## config.mk

```make
export PLATFORM = sky130hd
export DESIGN_NAME = inst_fetch
export DESIGN_NICKNAME = d
export VERILOG_FILES = /design/src/rtl/inst_fetch.sv
export SDC_FILE = /design/constraint.sdc
export NUM_CORES = 1
export LEC_CHECK = 0
export CAP_MARGIN = 0
export CORE_ASPECT_RATIO = 0.5
export CORE_MARGIN = 8
export CORE_UTILIZATION = 40
export DETAILED_ROUTE_END_ITERATION = 12
export DONT_BUFFER_PORTS = 1
export GPL_ROUTABILITY_DRIVEN = 0
export GPL_TIMING_DRIVEN = 0
export MAX_ROUTING_LAYER = met4
export PLACE_DENSITY = 0.56
export SLEW_MARGIN = 20
export SYNTH_ARGS = -nofsm -noshare
export SYNTH_HDL_FRONTEND = slang
export SYNTH_SLANG_ARGS = --single-unit
```

## constraint.sdc

```tcl
create_clock -name clock_i -period 1.72 [get_ports clock_i]
set_input_delay 0.086 -clock clock_i [delete_from_list [all_inputs] [get_ports clock_i]]
set_output_delay 0.086 -clock clock_i [all_outputs]
set_load 0.05 [all_outputs]
```

## src/rtl/inst_fetch.sv

```systemverilog
// inst_fetch: MIPS instruction-fetch stage feeding the post-IF/ID register.
// Owns the PC and issues one request at a time to an SRAM-like instruction bus.
// The fetched word is held in registered postif_* outputs until downstream accepts it.
// Branch redirects are latched and take effect after the delay-slot fetch is delivered.
// Exceptions discard the fetch in flight and restart at the handler address.
// A misaligned PC never reaches the bus; it is reported as an AdEL fault.
//
// Ports:
//   clock_i, reset_i          clock (rising edge), async active-low reset
//   stall_i[3:0]              {data, exe, id, inst} stalls; [3:1] hold the OUT state
//   branch_enable_i/target_i  one-cycle redirect from ID
//   exception_i/pc_i          one-cycle flush with handler address
//   inst_req_o/addr_o         bus request and address
//   inst_addr_ok_i            bus accepted the address
//   inst_data_ok_i/rdata_i    bus returned data
//   postif_pc/inst/exception_type_o  delivered instruction
//   postif_inst_ren_o         address handshake this cycle
//   postif_inst_ok_o          accepted (non-discarded) data this cycle
//   postif_inst_valid_o       delivered result valid
//   inst_stall_req_o          fetch not yet delivered
module inst_fetch #(
  parameter logic [31:0] RESET_PC = 32'hBFC0_0000,
  parameter int          ADEL_BIT = 4
) (
  input  logic        clock_i,
  input  logic        reset_i,
  input  logic [3:0]  stall_i,
  input  logic        branch_enable_i,
  input  logic [31:0] branch_target_i,
  input  logic        exception_i,
  input  logic [31:0] exception_pc_i,
  output logic        inst_req_o,
  output logic [31:0] inst_addr_o,
  input  logic        inst_addr_ok_i,
  input  logic        inst_data_ok_i,
  input  logic [31:0] inst_rdata_i,
  output logic [31:0] postif_pc_o,
  output logic [31:0] postif_inst_o,
  output logic [31:0] postif_exception_type_o,
  output logic        postif_inst_ren_o,
  output logic        postif_inst_ok_o,
  output logic        postif_inst_valid_o,
  output logic        inst_stall_req_o
);

  typedef enum logic [1:0] {S_IDLE, S_REQ, S_WAIT, S_OUT} state_t;

  state_t      state_q, state_d;
  logic [31:0] pc_q, pc_d;
  logic        br_pend_q, br_pend_d;
  logic [31:0] br_tgt_q, br_tgt_d;
  logic        ex_pend_q, ex_pend_d;
  logic [31:0] ex_pc_q, ex_pc_d;
  logic        discard_q, discard_d;
  logic [31:0] out_pc_q, out_pc_d;
  logic [31:0] out_inst_q, out_inst_d;
  logic [31:0] out_exc_q, out_exc_d;
  logic        valid_q, valid_d;
  logic        stall_req_q, stall_req_d;

  logic        misaligned, ds_stall, ex_any, drop_data, br_any;
  logic [31:0] ex_target, br_target;
  logic        unused_stall0;

  // This stage's own stall request loops back on stall_i[0]; only the
  // downstream stalls can hold a delivered result.
  assign unused_stall0 = stall_i[0];

  assign misaligned = |pc_q[1:0];
  assign ds_stall   = |stall_i[3:1];
  assign ex_any     = exception_i | ex_pend_q;
  assign ex_target  = exception_i ? exception_pc_i : ex_pc_q;
  assign br_any     = branch_enable_i | br_pend_q;
  assign br_target  = branch_enable_i ? branch_target_i : br_tgt_q;
  // Data returning in WAIT is thrown away if a flush hit this fetch,
  // including a flush arriving in the same cycle as the data.
  assign drop_data  = discard_q | exception_i;

  always_ff @(posedge clock_i or negedge reset_i) begin
    if (!reset_i) begin
      state_q     <= S_IDLE;
      pc_q        <= RESET_PC;
      br_pend_q   <= 1'b0;
      br_tgt_q    <= '0;
      ex_pend_q   <= 1'b0;
      ex_pc_q     <= '0;
      discard_q   <= 1'b0;
      out_pc_q    <= '0;
      out_inst_q  <= '0;
      out_exc_q   <= '0;
      valid_q     <= 1'b0;
      stall_req_q <= 1'b0;
    end else begin
      state_q     <= state_d;
      pc_q        <= pc_d;
      br_pend_q   <= br_pend_d;
      br_tgt_q    <= br_tgt_d;
      ex_pend_q   <= ex_pend_d;
      ex_pc_q     <= ex_pc_d;
      discard_q   <= discard_d;
      out_pc_q    <= out_pc_d;
      out_inst_q  <= out_inst_d;
      out_exc_q   <= out_exc_d;
      valid_q     <= valid_d;
      stall_req_q <= stall_req_d;
    end
  end

  always_comb begin : next_state
    state_d = state_q;
    case (state_q)
      S_IDLE: state_d = S_REQ;
      S_REQ: begin
        // A misaligned PC never goes to the bus; a flush redirects it in place.
        if (misaligned)          state_d = ex_any ? S_REQ : S_OUT;
        else if (inst_addr_ok_i) state_d = S_WAIT;
      end
      S_WAIT: if (inst_data_ok_i) state_d = drop_data ? S_REQ : S_OUT;
      S_OUT:  if (ex_any || !ds_stall) state_d = S_REQ;
      default: state_d = S_IDLE;
    endcase
  end

  always_comb begin : datapath
    pc_d       = pc_q;
    br_pend_d  = br_pend_q;
    br_tgt_d   = br_tgt_q;
    ex_pend_d  = ex_pend_q;
    ex_pc_d    = ex_pc_q;
    discard_d  = discard_q;
    out_pc_d   = out_pc_q;
    out_inst_d = out_inst_q;
    out_exc_d  = out_exc_q;

    // Capture redirects; an exception wins over a simultaneous branch and
    // cancels any branch still waiting.
    if (exception_i) begin
      ex_pend_d = 1'b1;
      ex_pc_d   = exception_pc_i;
      br_pend_d = 1'b0;
    end else if (branch_enable_i) begin
      br_pend_d = 1'b1;
      br_tgt_d  = branch_target_i;
    end

    // Mark the outstanding transaction for discard once a flush touches it.
    if ((state_q == S_REQ && !misaligned && inst_addr_ok_i && ex_any) ||
        (state_q == S_WAIT && !inst_data_ok_i && exception_i))
      discard_d = 1'b1;

    // Flush redirect: restart at the handler and forget everything pending.
    if ((state_q == S_REQ && misaligned && ex_any) ||
        (state_q == S_WAIT && inst_data_ok_i && drop_data) ||
        (state_q == S_OUT && ex_any)) begin
      pc_d      = ex_target;
      ex_pend_d = 1'b0;
      br_pend_d = 1'b0;
      discard_d = 1'b0;
    end else if (state_q == S_OUT && !ds_stall) begin
      pc_d      = br_any ? br_target : pc_q + 32'd4;
      br_pend_d = 1'b0;
    end

    // postif_* are loaded only on entry into OUT.
    if (state_q == S_WAIT && inst_data_ok_i && !drop_data) begin
      out_pc_d   = pc_q;
      out_inst_d = inst_rdata_i;
      out_exc_d  = '0;
    end else if (state_q == S_REQ && misaligned && !ex_any) begin
      out_pc_d   = pc_q;
      out_inst_d = '0;
      out_exc_d  = 32'd1 << ADEL_BIT;
    end
  end

  always_comb begin : outputs
    valid_d           = (state_d == S_OUT);
    stall_req_d       = (state_d != S_OUT);
    inst_req_o        = (state_q == S_REQ) && !misaligned;
    inst_addr_o       = inst_req_o ? pc_q : 32'd0;
    postif_inst_ren_o = inst_req_o && inst_addr_ok_i;
    postif_inst_ok_o  = (state_q == S_WAIT) && inst_data_ok_i && !drop_data;
  end

  assign postif_pc_o             = out_pc_q;
  assign postif_inst_o           = out_inst_q;
  assign postif_exception_type_o = out_exc_q;
  assign postif_inst_valid_o     = valid_q;
  assign inst_stall_req_o        = stall_req_q;

endmodule

```

==> summary.md <==
| Metric | Value |
|---|---|
| Max-cap violations | `0` |
| Vias in the first global route | `6818` |
| Total Routed Length | `30.4 mm` |
| Type of the worst setup path | `flop to output pin` |
| Commonest non-fill, non-tap cell in the layout | `dfrtp_1` |
| Initial Util | `40.3%` |
| Crit-path max cell delay | `450 ps` |
| Failing checks | `hold timing, setup timing` |
| Wl on met1 | `13.1 mm` |
| Top layer used by detailed routing | `met4` |
| Share of layout cells above drive strength 1 | `42.8%` |
| Rows | `37` |
| Metal2 WL | `14.1 mm` |
| CTS sink cnt | `168` |
| Most frequent cells in the layout | `dfrtp_1, dlygate4sd3_1, mux2_2, buf_4, buf_6` |
| Minimum clock period | `1930 ps` |
| CP arrival | `1850 ps` |
| DRT iter0 DRCs | `614` |
| Max-slew violations | `0` |
| Largest net degree at the start of global routing | `169` |
| Syn avg cell area | `10.9 um^2` |
| Critical Path RT | `1630 ps` |
| NumNets Final | `1091` |
| GRT overflow | `0` |
| Routed WL per cell | `23.9 um` |
| Pre-CTS WS | `-820 ps` |
| Sequential area share after synthesis | `51.5%` |
| Final core occ | `60.3%` |
| TritonCTS clock tree | `done` |
| Run status | `complete, but fails checks` |
| First-pass GRT wire length | `43.0 mm` |
| Number of synthesis warnings | `0` |
| Vias/cell | `5.57` |
| Cells after Synth | `752` |
| Clk slew on worst S/H paths | `70 ps` |
| Hold-fix buffers at CTS | `101` |
| Post-synth EDFFs | `0` |
| Endpoint class of the critical path | `output pin` |
| Port Buffers | `0` |
| Global Route Usage Sum | `23.1%` |
| Synth cell types | `60` |
| Setup crit start kind | `flop` |
| Syn Std Cell Area | `8180 um^2` |
| Hold slack | `-661 ps` |
| Actual slew at the worst max-slew pin | `895 ps` |
| I/O Pins | `239` |
| Htree depth | `4` |
| Number of buffers created by CTS | `17` |
| RSZ-0062 raised after global routing | `yes` |
| Initial antenna violation count | `2` |
| Setup WS post-layout | `-214 ps` |
| DR WL met3 | `2.58 mm` |
| Final antenna-violating net count | `0` |
| Root Driver | `clkbuf_16` |
| Routed vias | `7090` |
| Flip-flop and latch count after synthesis | `168` |
| DIE AREA | `25600 um^2` |
| Die width | `218 um` |
| Final Cycle Share | `112%` |
| Worst Skew | `10.7 ps` |
| Async SR Flop Fraction | `100%` |
| Critical path fanouts, max | `10` |
| Area Growth Syn to Fin | `49.7%` |
| CP cell instances | `nor4b_4, buf_4, clkbuf_16, and2_4` |
| Clk_lat worst skew | `440 ps` |
| Worst hold-check path type | `primary input to async pin` |
| Leak | `5.27 nW` |
| Core ar. | `20300 um^2` |
| DRC | `0` |
| Total power divided by cell area | `1690 nW/um^2` |
| Maximum VDD drop | `0.704 mV` |
| Clock buffer depth | `2` |
| Top FF cell, synth | `dfrtp_1` |
| Achievable clock frequency | `517 MHz` |
| Final hold violation count | `168` |
| Die height | `117 um` |
| Final setup violation count | `101` |
| Worst path slowest cell | `dfrtp_2` |
| Post-DP HPWL | `19.4 mm` |
| Relative slew slack | `40.3%` |
| DR pass1 iterations | `5` |
==> state kept, by name, summed over array words and instances, names as in the netlist <==
signal                   count
ex_pend_q                    1
postif_inst_valid_o          1
br_tgt_q                    32
inst_stall_req_o             1
postif_pc_o                 32
state_q                      2
postif_exception_type_o      1
postif_inst_o               32
br_pend_q                    1
ex_pc_q                     32
discard_q                    1
pc_q                        32
==> cell type report <==
type | count | area [um^2]
sequential | 168 | 4240
antenna | 2 | 5.00
clock buffer | 19 | 453
multi-input combinational | 511 | 4270
buffer | 82 | 802
clock inverter | 13 | 158
timing repair buffer | 185 | 1910
fill | 1581 | 8070
tap | 273 | 342
inverter | 19 | 73.8
==> report_power, final <==
group          leakage [nW]  switching (mW)  internal (mW)
clock network         0.291            1.81           2.26
registers              2.03            2.92           5.14
logic                  2.95            4.42           4.17
==> synth_stat cells (10+ instances only) <==
master	n	area, um^2
buf_2	12	60.1
and2_1	34	213
a22o_1	32	280
mux2_2	85	957
buf_4	34	255
o211ai_1	10	75.1
nand3_1	23	115
nor3_1	10	50.1
nand4_1	11	68.8
dfrtp_1	159	3980
mux2i_1	16	160
a21oi_1	43	215
nor2_1	36	135
nand2_1	46	173
o21ai_0	38	190
clkbuf_1	30	113
inv_1	19	71.3
==> critical path: cells and delay by family, from the launching register on <==
| kind | cells | cell delay [ps] |
|---|---|---|
| AND/OR/NAND/NOR | 2 | 580 |
| flip-flops | 1 | 450 |
| buffers and inverters | 2 | 370 |
==> timing repair <==
item / 4_1_cts / 5_1_grt
endpoints found under the hold margin: 300 / 168
cloned: 9 / 7
endpoints found under the setup margin: 137 / 130
pin swaps: 36 / 32
gates resized for setup: 238 / 132
buffers inserted: 47 / 25
==> routing by layer <==
metal / up-vias / track usage, %
met5: - / -
li1: 3122 / -
met4: 0 / 6.99
met2: 303 / 35.4
met3: 54 / 6.41
met1: 3611 / 29.8
==> path summary, 6_finish.rpt <==
| path | from | to | slack, ps | cells after the start |
|---|---|---|---|---|
| hold / removal | reset_i | postif_pc_o[3] | -660 | 0 |
| setup / recovery | pc_q[0] | inst_addr_o[30] | -210 | 4 |
| min in group clock_i | branch_target_i[29] | pc_q[29] | 20 | 3 |
| hold reg to reg | ex_pc_q[15] | ex_pc_q[15] | 500 | 1 |
| setup reg to reg | pc_q[3] | pc_q[30] | -170 | 6 |
| max in group asynchronous | reset_i | postif_pc_o[25] | 1960 | 0 |
==> kinds of logic (layout without fill, tap and decap cells) <==
logic type | count (synthesis) | after routing | synth area share (%)
AND/OR/NAND/NOR | 197 | 197 | 13.0
AO/OA/AOI/OAI | 170 | 170 | 14.0
XOR/XNOR | 9 | 9 | 0.964
adder cells (fa/ha/maj) | 1 | 1 | 0.153
buffers and inverters | 105 | 318 | 6.58
multiplexers | 101 | 101 | 13.7
other | 1 | 35 | 0.0458
flip-flops | 168 | 168 | 51.5
==> stage by stage <==
| step | setup TNS [ps] | power, mW | instance area, um^2 | std cells |
|---|---|---|---|---|
| finish | -10140 | 20.7 | 12200 | 1272 |
| global route | -16170 | 21.5 | 12200 | 1272 |
| CTS | -6680 | 19.2 | 11500 | 1243 |
| detailed placement | -42410 | 13.0 | 8710 | 1057 |
| global placement | -39180 | 12.9 | 8710 | 1057 |
| floorplan | -531 | 11.5 | 8370 | 784 |
No activity file was read; power rests on OpenSTA's default activity.
